<file path="src/rtl/mod_sram_arbiter.sv">
// ---------------------------------------------------------------------------
// mod_sram_arbiter
//
// Shares the single SRAM controller request port between the instruction
// cache (I), the data cache (D) and the VGA frame reader (V). One
// transaction is in flight at a time: IDLE -> ISSUE -> WAIT -> RESP -> IDLE.
//
// Priority: V beats the CPU until it has won VGA_MAX_CONSEC grants in a row
// while a CPU request was waiting. Then the CPU gets one grant. D and I
// alternate when both request. A watchdog in WAIT aborts a transaction
// after TIMEOUT cycles. The abort returns 32'hDEADBEEF and pulses err
// together with the ack.
//
// Ports
//   clk, rst                  clock, asynchronous active-low reset
//   i_req/i_addr              instruction read request (held until i_ack)
//   i_ack/i_rdata             one-cycle completion pulse + read data
//   d_req/d_we/d_addr/d_wdata data request (held until d_ack)
//   d_ack/d_rdata             one-cycle completion pulse + read data
//   v_req/v_addr              VGA read request (held until v_ack)
//   v_ack/v_rdata             one-cycle completion pulse + read data
//   mem_req                   one-cycle issue strobe to the SRAM controller
//   mem_we/addr/wdata         registered transaction attributes
//   mem_rdata/mem_rdy         controller read data and completion
//   grant                     current owner: 00 none, 01 I, 10 D, 11 V
//   busy                      high in any state other than IDLE
//   err                       one-cycle pulse on timeout abort, with the ack
// ---------------------------------------------------------------------------
module mod_sram_arbiter #(
    parameter int TIMEOUT        = 255,
    parameter int VGA_MAX_CONSEC = 4
) (
    input  logic        clk,
    input  logic        rst,
    input  logic        i_req,
    input  logic [31:0] i_addr,
    output logic        i_ack,
    output logic [31:0] i_rdata,
    input  logic        d_req,
    input  logic        d_we,
    input  logic [31:0] d_addr,
    input  logic [31:0] d_wdata,
    output logic        d_ack,
    output logic [31:0] d_rdata,
    input  logic        v_req,
    input  logic [31:0] v_addr,
    output logic        v_ack,
    output logic [31:0] v_rdata,
    output logic        mem_req,
    output logic        mem_we,
    output logic [31:0] mem_addr,
    output logic [31:0] mem_wdata,
    input  logic [31:0] mem_rdata,
    input  logic        mem_rdy,
    output logic [1:0]  grant,
    output logic        busy,
    output logic        err
);

    // The VGA run counter is at least 3 bits wide and always wide enough to
    // hold VGA_MAX_CONSEC.
    localparam int VCW = ($clog2(VGA_MAX_CONSEC + 1) > 3) ? $clog2(VGA_MAX_CONSEC + 1) : 3;

    localparam logic [7:0]     TIMEOUT_C    = 8'(TIMEOUT);
    localparam logic [VCW-1:0] VGA_MAX_C    = VCW'(VGA_MAX_CONSEC);
    localparam logic [31:0]    TIMEOUT_DATA = 32'hDEAD_BEEF;

    localparam logic [1:0] GRANT_NONE = 2'b00;
    localparam logic [1:0] GRANT_I    = 2'b01;
    localparam logic [1:0] GRANT_D    = 2'b10;
    localparam logic [1:0] GRANT_V    = 2'b11;

    // last_cpu_r remembers which CPU port won most recently
    localparam logic LAST_I = 1'b0;
    localparam logic LAST_D = 1'b1;

    typedef enum logic [1:0] {
        ST_IDLE  = 2'b00,
        ST_ISSUE = 2'b01,
        ST_WAIT  = 2'b10,
        ST_RESP  = 2'b11
    } state_t;

    state_t          state_r;
    logic [7:0]      tmo_cnt_r;
    logic [VCW-1:0]  vga_cnt_r;
    logic            last_cpu_r;

    logic            cpu_pend_s;
    logic            vga_capped_s;
    logic [1:0]      win_s;
    logic            win_we_s;
    logic [31:0]     win_addr_s;
    logic [31:0]     win_wdata_s;
    logic [VCW-1:0]  vga_cnt_nxt_s;
    logic            resp_done_s;
    logic            resp_err_s;
    logic [31:0]     resp_data_s;

    // Arbitration for the current IDLE cycle: pick the winner and its attributes.
    always_comb begin
        cpu_pend_s   = i_req | d_req;
        vga_capped_s = (vga_cnt_r == VGA_MAX_C) && cpu_pend_s;

        if (v_req && !vga_capped_s) begin
            win_s = GRANT_V;
        end else if (i_req && d_req) begin
            // Prefer the CPU port that was not served last.
            win_s = (last_cpu_r == LAST_D) ? GRANT_I : GRANT_D;
        end else if (d_req) begin
            win_s = GRANT_D;
        end else if (i_req) begin
            win_s = GRANT_I;
        end else begin
            win_s = GRANT_NONE;
        end

        case (win_s)
            GRANT_I: begin
                win_we_s    = 1'b0;
                win_addr_s  = i_addr;
                win_wdata_s = 32'h0000_0000;
            end
            GRANT_D: begin
                win_we_s    = d_we;
                win_addr_s  = d_addr;
                win_wdata_s = d_we ? d_wdata : 32'h0000_0000;
            end
            GRANT_V: begin
                win_we_s    = 1'b0;
                win_addr_s  = v_addr;
                win_wdata_s = 32'h0000_0000;
            end
            default: begin
                win_we_s    = 1'b0;
                win_addr_s  = 32'h0000_0000;
                win_wdata_s = 32'h0000_0000;
            end
        endcase

        // The VGA run only grows while the CPU is kept waiting.
        if (!cpu_pend_s) begin
            vga_cnt_nxt_s = '0;
        end else if (win_s == GRANT_V) begin
            vga_cnt_nxt_s = (vga_cnt_r < VGA_MAX_C) ? (vga_cnt_r + VCW'(1)) : vga_cnt_r;
        end else begin
            vga_cnt_nxt_s = '0;
        end
    end

    // Completion decode for WAIT: controller ready wins over the watchdog.
    always_comb begin
        if (mem_rdy) begin
            resp_done_s = 1'b1;
            resp_err_s  = 1'b0;
            resp_data_s = mem_we ? 32'h0000_0000 : mem_rdata;
        end else if (tmo_cnt_r == TIMEOUT_C) begin
            resp_done_s = 1'b1;
            resp_err_s  = 1'b1;
            resp_data_s = TIMEOUT_DATA;
        end else begin
            resp_done_s = 1'b0;
            resp_err_s  = 1'b0;
            resp_data_s = 32'h0000_0000;
        end
    end

    // Transaction FSM with all registered outputs.
    always_ff @(posedge clk or negedge rst) begin
        if (!rst) begin
            state_r    <= ST_IDLE;
            tmo_cnt_r  <= 8'd0;
            vga_cnt_r  <= '0;
            last_cpu_r <= LAST_I;
            grant      <= GRANT_NONE;
            mem_req    <= 1'b0;
            mem_we     <= 1'b0;
            mem_addr   <= 32'h0000_0000;
            mem_wdata  <= 32'h0000_0000;
            i_ack      <= 1'b0;
            d_ack      <= 1'b0;
            v_ack      <= 1'b0;
            i_rdata    <= 32'h0000_0000;
            d_rdata    <= 32'h0000_0000;
            v_rdata    <= 32'h0000_0000;
            err        <= 1'b0;
        end else begin
            case (state_r)
                ST_IDLE: begin
                    vga_cnt_r <= vga_cnt_nxt_s;
                    if (win_s != GRANT_NONE) begin
                        grant     <= win_s;
                        mem_req   <= 1'b1;
                        mem_we    <= win_we_s;
                        mem_addr  <= win_addr_s;
                        mem_wdata <= win_wdata_s;
                        if (win_s == GRANT_I) begin
                            last_cpu_r <= LAST_I;
                        end else if (win_s == GRANT_D) begin
                            last_cpu_r <= LAST_D;
                        end else begin
                            last_cpu_r <= last_cpu_r;
                        end
                        state_r <= ST_ISSUE;
                    end else begin
                        state_r <= ST_IDLE;
                    end
                end
                ST_ISSUE: begin
                    mem_req   <= 1'b0;
                    tmo_cnt_r <= 8'd0;
                    state_r   <= ST_WAIT;
                end
                ST_WAIT: begin
                    if (resp_done_s) begin
                        state_r <= ST_RESP;
                        err     <= resp_err_s;
                        case (grant)
                            GRANT_I: begin
                                i_ack   <= 1'b1;
                                i_rdata <= resp_data_s;
                            end
                            GRANT_D: begin
                                d_ack   <= 1'b1;
                                d_rdata <= resp_data_s;
                            end
                            GRANT_V: begin
                                v_ack   <= 1'b1;
                                v_rdata <= resp_data_s;
                            end
                            default: begin
                                // Ownerless transaction: drop it silently.
                                state_r <= ST_IDLE;
                                err     <= 1'b0;
                            end
                        endcase
                    end else begin
                        tmo_cnt_r <= tmo_cnt_r + 8'd1;
                    end
                end
                ST_RESP: begin
                    i_ack   <= 1'b0;
                    d_ack   <= 1'b0;
                    v_ack   <= 1'b0;
                    i_rdata <= 32'h0000_0000;
                    d_rdata <= 32'h0000_0000;
                    v_rdata <= 32'h0000_0000;
                    err     <= 1'b0;
                    grant   <= GRANT_NONE;
                    state_r <= ST_IDLE;
                end
                default: begin
                    mem_req <= 1'b0;
                    grant   <= GRANT_NONE;
                    state_r <= ST_IDLE;
                end
            endcase
        end
    end

    // busy is the only output decoded directly from state.
    assign busy = (state_r != ST_IDLE);

endmodule

</file>
<file path="config.mk">
export PLATFORM = sky130hd
export DESIGN_NAME = mod_sram_arbiter
export DESIGN_NICKNAME = d
export VERILOG_FILES = /design/src/rtl/mod_sram_arbiter.sv
export SDC_FILE = /design/constraint.sdc
export NUM_CORES = 1
export LEC_CHECK = 0
export CORE_MARGIN = 10
export CORE_UTILIZATION = 47
export CTS_BUF_LIST = sky130_fd_sc_hd__clkbuf_4 sky130_fd_sc_hd__clkbuf_8
export DETAILED_ROUTE_END_ITERATION = 8
export PLACE_DENSITY = 0.88
export SYNTH_ARGS = -nofsm -noshare
export SYNTH_HDL_FRONTEND = slang
export SYNTH_SLANG_ARGS = --single-unit
</file>
<file path="constraint.sdc">
create_clock -name clk -period 4.1 [get_ports clk]
set_input_delay 0.41 -clock clk [delete_from_list [all_inputs] [get_ports clk]]
set_output_delay 0.41 -clock clk [all_outputs]
set_load 0.01 [all_outputs]
</file>
**Word-level counts from Yosys, hierarchy flattened**

Index checks and enable logic that the tools add are counted.

- Input bits: 167
- Register bits: 182
- Word-level logic and storage cells: 112
- Output and inout port bits: 169

- Multiplexer cells: 51
- Reduce and logical (&&, ||, !) cells: 23
- Equality and inequality tests: 18
- Bitwise operators: 1
- $lt $le $gt $ge: 1
- Add/sub/neg operators: 2

Operator list:

| kind | count |
|---|---|
| $mux 32 | 11 |
| $pmux 32 s2 | 3 |
| $pmux 32 s3 | 1 |
| $mux 1 | 17 |
| $pmux 8 s2 | 1 |
| $mux 2 | 7 |
| $reduce_bool 2->1 | 7 |
| $eq 2x2->1 const B | 6 |
| $ne 2x2->1 const B | 6 |
| $reduce_and 2->1 | 6 |
| $reduce_and 3->1 | 4 |
| $pmux 1 s2 | 5 |
| $mux 3 | 3 |
| $add 8x1->8 const B | 1 |
| $eq 8x8->1 const B | 1 |
| $mux 8 | 1 |
| $pmux 2 s4 | 1 |
| $eq 2x1->1 const B | 3 |
| $pmux 2 s2 | 1 |
| $add 3x1->3 const B | 1 |
| $eq 3x3->1 const B | 1 |
| $logic_and 1x1->1 | 3 |
| $lt 3x3->1 const B | 1 |
| $ne 3x2->1 const B | 1 |
| other kinds (4) | 4 |

**Depth between registers and ports, before layout**

Gate-level depths: netlist of the first run.

- Word-level depth: 8
- Mapped depth: 12
- Gate-level depth less buffers: 10

**Worst setup path after synthesis of the first run**

OpenSTA, ideal clock, no wires.

- Kind: register to register
- Start: register vga_cnt_r[0]
- End: register mem_addr[18]
- Setup slack: 2.078 ns
- Path buffers: 2
- Library setup time: 0.135 ns
- Period minus slack after synthesis: 2.022 ns
- Cell stages (with the launch flop): 11
- Data required time: 3.965 ns
- Arrival: 1.887 ns
- Cell sequence: dfrtp_1 > inv_1 > ha_1 > nand3_1 > a22oi_1 > inv_1 > ha_1 > clkbuf_1 > clkbuf_1 > a222oi_1 > o21ai_0

- Word-level cells in the longest chain between the ends: 7
- Elaborated cells on any way between the ends: 11
- Classes of those cells: eq/ne (4); mux (2); reduce/logical (5)

Ends and longest elaborated chain:

| what | RTL line | RTL |
|---|---|---|
| start: declaration | 86 | `logic [VCW-1:0] vga_cnt_r;` |
| start signal: assignment | 190 | `vga_cnt_r <= vga_cnt_nxt_s;` |
| $eq 3x3->1 (*) | 103 | `vga_capped_s = (vga_cnt_r == VGA_MAX_C) && cpu_pend_s;` |
| $logic_and 1x1->1 (*) | 103 |  |
| $logic_not 1->1 (*) | 105 | `if (v_req && !vga_capped_s) begin` |
| $logic_and 1x1->1 (*) | 105 |  |
| $mux 2 (*) | 105 |  |
| $eq 2x2->1 (tied with other cells) | 118 | `case (win_s)` |
| $pmux 32 s3 or $reduce_and 2->1 (tied branches) | -- |  |
| end signal: assignment | 195 | `mem_addr <= win_addr_s;` |
| end: declaration | 51 | `output logic [31:0] mem_addr,` |

Mark *: on every way between the ends. The rest lies on a longest branch, timed or not.
A chain may end at the register's enable or synchronous reset.

**Worst setup path in the final report of the first run**

- Start: register vga_cnt_r[0]
- End: register vga_cnt_r[0]

- Word-level cells in the longest chain between the ends: 8
- Elaborated cells on any way between the ends: 13
- Classes of those cells: add/sub (1); order compare (1); eq/ne (3); mux (4); reduce/logical (4)

Ends and longest elaborated chain:

| what | RTL line | RTL |
|---|---|---|
| $eq 3x3->1 | 103 |  |
| $logic_and 1x1->1 | 103 |  |
| $logic_not 1->1 | 105 |  |
| $logic_and 1x1->1 | 105 |  |
| $mux 2 | 105 |  |
| $eq 2x2->1 | 144 | `end else if (win_s == GRANT_V) begin` |
| $ne 3x2->1 (no line) or $mux 3 (tied branches) | -- |  |
| $reduce_and 2->1 (no line) or $mux 3 (tied branches) | -- |  |

Parallel ways exist; a longest one is shown, timed or not. The select of a mux whose other input is x is not followed.

==> results.toml, run 1 <==
[status]
status = "complete, no violations"

[drt]
antenna_left = 0
wl_met1_um = 10510
drt_iter0_drc = 641
dr_wl_met2_um = 14690
top_layer = "met4"
viasPerCell = 6.052
drc_errors = 0
wl_per_cell_um = 25.11
first_pass_iters = 6
via_count = 7129
totalWireLength_um = 29580
wl_met3_um = 3169

[global_routing]
grt_pass1_wl_um = 43930
grt_max_degree = 123
gr-total-overflow = 0
grt_pass1_vias = 7320
antenna_found_initial = 8
grtUsageTotal_pct = 25.87

[critical_path]
cp_max_fo = 33
endpoint_kind = "flip-flop"
crit_required_ns = 4.50
crit_path_start_kind = "flip-flop"
critical_path_arrival_ns = 3.49
critPathKind = "reg2reg"

[final_layout]
fin_cells = 1178
nFillCells = 1126
drive_gt1_share_pct = 8.700
finalNetCount = 1116
area_growth_pct = 50.20
regArea_um2 = 4554
multi_input_area_um2 = 2815

[sta]
maxSlewViolCount = 0
finalCriticalPeriod_ns = 3.088
rsz0062_at_grt = "no"
tns_ns = 0
tightest_slew_ns = 1.293
period_share_pct = 75.32
timing.fmax_mhz = 323.8
finClkSkew_ns = 0.01622
maxSlewHeadroom_pct = 13.83
finalHoldViolations = 0
setup_violations = 0

[clocking]
cts_root_buffer = "clkbuf_8"
ctsResizeCount = 0
clockBufferDepth = 2
insertion_delay_ns = 0.47
cts.sinks = 182
cts_setup_buffers = 0
ctsHoldBuffers = 0
cts_tree = "yes"
cts_buffers = 17
ctsHtreeMaxLevel = 4
clk_pin_slew_ns = 0.09

[die]
dieArea_um2 = 21830
die_w_um = 147.7
initial_core_util_pct = 48.11
core_um2 = 15940
rows = 46
ios = 336
die_y_um = 147.7

[yosys]
synth_fp_nets = 812
synthArstFlopShare_pct = 100.0
synthCells = 638
synthDistinctLibCells = 48
synth-seq-cells = 182
synth_area_um2 = 7670
yosysMostFrequentCell = "dfrtp_1"
avgSynthCellArea_um2 = 12.02
ys_seq_area_share_pct = 59.38
synth_ff_type = "dfrtp_1"
synth_top_area_share_pct = 59.38
synth_edf_count = 0
synth_common_cells = "dfrtp_1 (182), o21ai_0 (53), nand2_1 (48)"
yosys_warnings = 0
synthTopCellsByArea = "dfrtp_1 (59%), a221o_1 (4.7%), a222oi_1 (4.2%), o221a_2 (4.0%), a22o_1 (3.9%)"
yosysTopAreaCell = "dfrtp_1"

[power_and_ir_drop]
switching_share_pct = 37.65
ir_drop_v = 0.0003140
powerDensity_nw_per_um2 = 665.8
power_frac_clock_pct = 14.9
pwr-share-comb_pct = 46.9
leakage_nw = 4.876
switching_power_w = 0.002888
seqPwrFrac_pct = 38.2
p_int_w = 0.004783

[run]
drv_cap = 0

[placement]
dp_hpwl_um = 22110
placed_cells = 1139
routabilityCongestion = 0.8866
portBuffers = 335

[worst_hold_path]
hold_path_class = "in2async"
==> layer usage <==
metal	vias to the layer above	GRT usage (%)
li1	3118	-
met1	3548	28.32
met2	409	42.83
met3	54	10.26
met4	0	13.03
met5	-	0
==> power groups by stage <==
stage	registers, W	clock network [W]	logic, W
4_1_cts	0.00292	0.00116	0.00362
3_3_place_gp	0.00292	0	0.00352
2_1_floorplan	0.00313	0	0.00138
5_1_grt	0.00301	0.00124	0.00383
3_5_place_dp	0.00295	0	0.00361
6_report	0.00293	0.00115	0.00360
==> area by class of cell <==
class                   instances  share of cell area [%]
repair buffers                346                   29.97
clock inverters                14                   1.119
inverters                      12                  0.3910
clock buffers                  17                   2.031
diodes                          8                  0.1738
flip-flops and latches        182                   39.54
well taps                     216                   2.346
multi-input cells             383                   24.44
==> worst max-delay path, cell delays in order, from the launching register on <==
cell	delay, ns
dfrtp_1	0.40
inv_1	0.06
ha_1	0.22
nand2_1	0.08
nand2_1	0.06
o211a_1	0.18
inv_1	0.10
ha_1	1.02
o21ai_0	0.40
o21ai_0	0.33
mux2_2	0.20
==> kinds of logic after synthesis <==
family	after synthesis	synth area share (%)
compound gates	252	26.92
flops	182	59.38
simple gates	121	8.010
buf+inv	73	4.160
fa+ha+maj	7	1.142
mux	2	0.2773
xor+xnor	1	0.1142
==> path summary, 6_finish.rpt <==
check | depth (start not counted) | start | endpoint | slack [ns]
max | 10 | vga_cnt_r[0] | vga_cnt_r[0] | 1.01
min | 1 | rst | i_rdata[27] | 0.07
max reg2reg | 10 | vga_cnt_r[0] | vga_cnt_r[0] | 1.01
min reg2reg | 2 | mem_addr[27] | mem_addr[27] | 0.48
max in group asynchronous | 2 | rst | tmo_cnt_r[6] | 3.16
min in group clk | 2 | mem_addr[27] | mem_addr[27] | 0.48
==> sequential cells by signal, summed over array words and instances, names as in the netlist <==
name and count:
mem_req 1, v_rdata 32, last_cpu_r 1, vga_cnt_r 3, i_rdata 32, err 1, d_rdata 32, v_ack 1
state_r 2, mem_wdata 32, i_ack 1, tmo_cnt_r 8, mem_addr 32, d_ack 1, mem_we 1, grant 2
==> metrics by stage <==
stage          setup WS (ns)  total power, W  cell area [um^2]  hold slack, ns  utilization [%]
4_1_cts                1.078        0.007695             11500          0.1085            72.13
5_1_grt               0.9205        0.008080             11520          0.1354            72.26
2_1_floorplan          2.078        0.004508              7670          0.1144                -
3_3_place_gp          0.9177        0.006437             11140          0.4606            69.86
6_report               1.012        0.007670             11520         0.07184            72.26
3_5_place_dp          0.8270        0.006554             11140          0.4692            69.86
==> cell usage in the layout (no fill, tap or decap), drive strengths merged, types with 2 or more instances in the layout <==
| cell | count |
|---|---|
| clkdlybuf4s50 | 334 |
| dfrtp | 182 |
| o21ai | 54 |
| nand2 | 48 |
| a221o | 36 |
| a22o | 34 |
| a222oi | 32 |
| o221a | 27 |
| a21oi | 25 |
| and2 | 18 |
| clkbuf | 18 |
| nand3 | 16 |
| a32o | 16 |
| inv | 15 |
| nor2 | 15 |
| buf | 11 |
| diode | 8 |
| clkinv | 8 |
| nor3 | 7 |
| o21a | 7 |
| o2bb2ai | 7 |
| ha | 7 |
| nor4 | 6 |
| nand2b | 3 |
| o211ai | 3 |
| a22oi | 2 |
| clkinvlp | 2 |
No activity file was read; power rests on OpenSTA's default activity.
==> run 2, diff against run 1 <==
--- a/config.mk
+++ b/config.mk
@@ -6,10 +6,10 @@
 export NUM_CORES = 1
 export LEC_CHECK = 0
 export CORE_MARGIN = 10
-export CORE_UTILIZATION = 47
+export CORE_UTILIZATION = 44
 export CTS_BUF_LIST = sky130_fd_sc_hd__clkbuf_4 sky130_fd_sc_hd__clkbuf_8
 export DETAILED_ROUTE_END_ITERATION = 8
-export PLACE_DENSITY = 0.88
+export PLACE_DENSITY = 0.83
 export SYNTH_ARGS = -nofsm -noshare
 export SYNTH_HDL_FRONTEND = slang
 export SYNTH_SLANG_ARGS = --single-unit
==> constraint.sdc (replaced) <==
create_clock -name clk -period 2.85 [get_ports clk]
set_input_delay 0.285 -clock clk [delete_from_list [all_inputs] [get_ports clk]]
set_output_delay 0.285 -clock clk [all_outputs]
set_load 0.01 [all_outputs]
==> results.toml, run 2 (same netlist as run 1, synthesis figures left out) <==
[status]
status = "complete, no violations"

[final_layout]
final_common_cell = "clkdlybuf4s50_1"
area_growth_pct = 53.16
fin_cells = 1205
drive_gt1_share_pct = 10.38
final_util_pct = 68.39
final_cell_mix = "clkdlybuf4s50_1 (334), dfrtp_1 (182), o21ai_0 (53)"
finalNetCount = 1134

[drt]
totalWireLength_um = 29620
drt_iter0_drc = 545
wl_per_cell_um = 24.58
drc_errors = 0
viasPerCell = 5.927
first_pass_iters = 7
antenna_left = 0
via_count = 7142

[global_routing]
grt_pass1_wl_um = 44750
antenna_found_initial = 7
grt_max_degree = 70
gr-total-overflow = 0
grtUsageTotal_pct = 24.31
grt_pass1_vias = 7562

[placement]
placed_cells = 1165
routabilityCongestion = 0.9170
portBuffers = 335
dp_hpwl_um = 22720

[clocking]
clk_pin_slew_ns = 0.10
cts_buffers = 17
insertion_delay_ns = 0.46
cts.sinks = 182
ctsHtreeMaxLevel = 4
cts_root_buffer = "clkbuf_8"
cts_tree = "yes"
clockBufferDepth = 2

[critical_path]
crit_required_ns = 3.25
critPathKind = "reg2reg"
crit_path_start_kind = "flip-flop"
critical_path_arrival_ns = 2.79
endpoint_kind = "flip-flop"
cp_max_fo = 19

[worst_hold_path]
hold_path_class = "in2async"

[sta]
timing.fmax_mhz = 418.6
hold_ws_ns = 0.3996
maxSlewHeadroom_pct = 34.41
setup_violations = 0
period_share_pct = 83.83
maxSlewViolCount = 0
finalCriticalPeriod_ns = 2.389
finalHoldViolations = 0
tns_ns = 0
finClkSkew_ns = 0.01767
tightest_slew_ns = 0.9838
rsz0062_at_grt = "no"

[die]
core_um2 = 17180
ios = 336
rows = 48
initial_core_util_pct = 44.65
die_w_um = 152.0
dieArea_um2 = 23110
die_y_um = 152.0

[run]
drv_cap = 0

[power_and_ir_drop]
powerDensity_nw_per_um2 = 972.2
total_power_w = 0.01142
leakage_nw = 5.002
ir_drop_v = 0.0004782
run 2: cell types whose count changed in the layout (fill, tap and decap cells not counted), sizes merged:
cell	delta
buf	+17
diode	-1
bufinv	+2
inv	+4
clkinv	-5
dlygate4sd3	+1
run 2: what timing repair did:
item / 4_1_cts / 5_1_grt
buffers inserted: 0 / 0
hold buffers: 1 / 0
endpoints found under the setup margin: 0 / 0
resized for setup: 0 / 0
endpoints found under the hold margin: 66 / 0
run 2: routing by layer:
| metal | up-vias | global-route usage [%] | part of all wire (%) |
|---|---|---|---|
| li1 | 3142 | - | - |
| met1 | 3564 | 26.30 | 36 |
| met4 | 0 | 11.88 | 3.3 |
| met2 | 388 | 40.51 | 50 |
| met5 | - | 0 | 0 |
| met3 | 48 | 9.907 | 10 |
run 2: cell type report:
type | count | area (um^2)
antenna | 7 | 17.52
clock buffer | 17 | 234.0
fill | 1342 | 5429
timing repair buffer | 364 | 3602
clock inverter | 15 | 192.7
multi-input combinational | 383 | 2820
sequential | 182 | 4554
tap | 225 | 281.5
inverter | 12 | 45.04
run 2: per-stage QoR:
| step | instance area, um^2 | setup slack (ns) |
|---|---|---|
| after floorplan | 7670 | 0.8283 |
| after global placement | 11290 | 0.4334 |
| after detailed placement | 11290 | 0.3575 |
| after CTS | 11730 | 0.4675 |
| after global routing | 11750 | 0.2993 |
| final | 11750 | 0.4609 |
run 2: critical path, cell delays in order (launching register included):
cell      delay [ns]
dfrtp_1         0.43
ha_1            0.26
nand3_1         0.18
o21bai_1        0.16
a21oi_2         0.81
buf_4           0.33
a221o_1         0.17
run 2: worst paths after layout:
check | slack [ns] | cells past startpoint | start | to
worst max register to register | 0.46 | 6 | tmo_cnt_r[0] | d_rdata[18]
worst min register to register | 0.49 | 2 | mem_addr[19] | mem_addr[19]
worst min-delay path | 0.40 | 2 | rst | d_rdata[5]
max in group asynchronous | 1.68 | 3 | rst | mem_addr[13]
min in group clk | 0.41 | 2 | d_wdata[12] | mem_wdata[12]
worst max-delay path | 0.46 | 6 | tmo_cnt_r[0] | d_rdata[18]
run 2: power by group:
group | internal, W | total (W) | switching (W)
Sequential | 0.00353 | 0.00416 | 0.000635
Clock | 0.000894 | 0.00191 | 0.00101
Combinational | 0.00279 | 0.00535 | 0.00256
==> run 3, diff against run 2 <==
==> constraint.sdc (replaced) <==
create_clock -name clk -period 2.37 [get_ports clk]
set_input_delay 0.237 -clock clk [delete_from_list [all_inputs] [get_ports clk]]
set_output_delay 0.237 -clock clk [all_outputs]
set_load 0.01 [all_outputs]
==> results.toml, run 3 (same netlist as run 1, synthesis figures left out) <==
[clocking]
insertion_delay_ns = 0.46
cts_buffers = 17
ctsHtreeMaxLevel = 4
cts_tree = "yes"
cts_root_buffer = "clkbuf_8"
cts_setup_buffers = 0
clk_pin_slew_ns = 0.10
cts.sinks = 182
clockBufferDepth = 2

[sta]
tns_ns = 0
tightest_slew_ns = 0.6712
rsz0062_at_grt = "no"
finalCriticalPeriod_ns = 2.067
setup_violations = 0
timing.fmax_mhz = 483.7
period_share_pct = 87.22
maxSlewHeadroom_pct = 55.15
finalHoldViolations = 0
finClkSkew_ns = 0.01288
maxSlewViolCount = 0

[die]
rows = 48
die_w_um = 152.0
ios = 336
core_um2 = 17180
dieArea_um2 = 23110
die_y_um = 152.0
initial_core_util_pct = 44.65

[placement]
dp_hpwl_um = 22300
routabilityCongestion = 0.8953
placed_cells = 1174
portBuffers = 335

[final_layout]
area_growth_pct = 54.68
nFillCells = 1299
final_cell_mix = "clkdlybuf4s50_1 (334), dfrtp_1 (182), o21ai_0 (53)"
final_common_cell = "clkdlybuf4s50_1"
finalNetCount = 1143
fin_cells = 1213
drive_gt1_share_pct = 11.20

[drt]
wl_per_cell_um = 24.00
viasPerCell = 5.899
antenna_left = 0
drt_iter0_drc = 575
totalWireLength_um = 29120
drc_errors = 0
first_pass_iters = 7
via_count = 7156

[global_routing]
antenna_found_initial = 6
gr-total-overflow = 0
grt_max_degree = 56
grtUsageTotal_pct = 24.24
grt_pass1_wl_um = 44520
grt_pass1_vias = 7318

[critical_path]
crit_path_start_kind = "flip-flop"
critical_path_arrival_ns = 2.40
slowest_delay_ns = 0.41
cp_max_fo = 32
worst_path_max_delay_cell = "dfrtp_1"
endpoint_kind = "flip-flop"
path_cells = "inv_1 > ha_1 > nand2_1 > nand2_1 > o211a_1 > inv_1 > ha_1 > buf_12 > a222oi_1 > o21ai_0"
critPathKind = "reg2reg"
crit_required_ns = 2.70

[power_and_ir_drop]
powerDensity_nw_per_um2 = 1152
ir_drop_v = 0.0005838
leakage_nw = 5.059

[status]
status = "complete, no violations"

[worst_hold_path]
hold_path_class = "in2async"

[run]
drv_cap = 0
-- run 3: cell count changes in the layout (fill, tap and decap cells not counted), sizes merged --
cell | previous run | this run
diode | 7 | 6
buf | 28 | 37
bufinv | 3 | 1
clkbuf | 18 | 19
clkinv | 3 | 4
-- run 3: routing by layer --
| metal | vias to the layer above | track usage (%) | wire length (um) |
|---|---|---|---|
| met5 | - | 0 | 0 |
| met4 | 0 | 9.629 | 790 |
| met3 | 41 | 8.891 | 3020 |
| met2 | 427 | 40.98 | 14580 |
| met1 | 3521 | 27.21 | 10720 |
| li1 | 3167 | - | - |
-- run 3: critical path: cells and delay by family, from the launching register on --
kind | cells | cell delay (ns)
adders and majority gates | 2 | 0.41
and+or+nand+nor | 2 | 0.11
AOI/OAI and AO/OA | 3 | 0.69
buffers and inverters | 3 | 0.33
DFF | 1 | 0.41
-- run 3: cell type report --
cell class,count,area [um^2],share of cell area (%)
Clock inverter,14,141.4,1.192
Tap cell,225,281.5,2.373
Sequential cell,182,4554,38.39
Inverter,12,45.04,0.3797
Timing Repair Buffer,373,3757,31.67
Clock buffer,18,241.5,2.035
Multi-Input combinational cell,383,2828,23.83
Antenna cell,6,15.01,0.1266
-- run 3: final timing paths --
check / startpoint / endpoint / slack (ns) / depth (start not counted)
setup / recovery: vga_cnt_r[0] / mem_addr[14] / 0.30 / 10
hold / removal: rst / d_rdata[9] / 0.31 / 2
setup reg to reg: vga_cnt_r[0] / mem_addr[14] / 0.30 / 10
hold reg to reg: mem_addr[30] / mem_addr[30] / 0.49 / 2
max in group asynchronous: rst / mem_wdata[21] / 1.33 / 3
min in group clk: d_wdata[5] / mem_wdata[5] / 0.37 / 2
-- run 3: power breakdown --
part	total, W	switching (W)	internal [W]	leakage [nW]
Sequential	0.00498	0.000735	0.00424	2.44
Combinational	0.00660	0.00311	0.00349	2.43
Clock	0.00209	0.00121	0.000878	0.194
Total	0.0137	0.00506	0.00861	5.06
-- run 3: repair_timing --
action | in CTS | in global routing
hold buffers | 1 | 0
endpoints found under the setup margin | 0 | 10
endpoints found under the hold margin | 52 | 0
gates resized for setup | 0 | 1
-- run 3: through the flow --
step	power (W)	setup slack, ns	instance area (um^2)	hold slack (ns)	utilization (%)
global placement	0.01148	0.1796	11450	0.2387	66.65
CTS	0.01376	0.09671	11840	0.3078	68.94
finish	0.01367	0.3028	11860	0.3129	69.07
detailed placement	0.01165	0.1157	11450	0.2337	66.65
floorplan	0.007799	0.3483	7670	-0.05859	-
global route	0.01443	0.1617	11860	0.3369	69.07
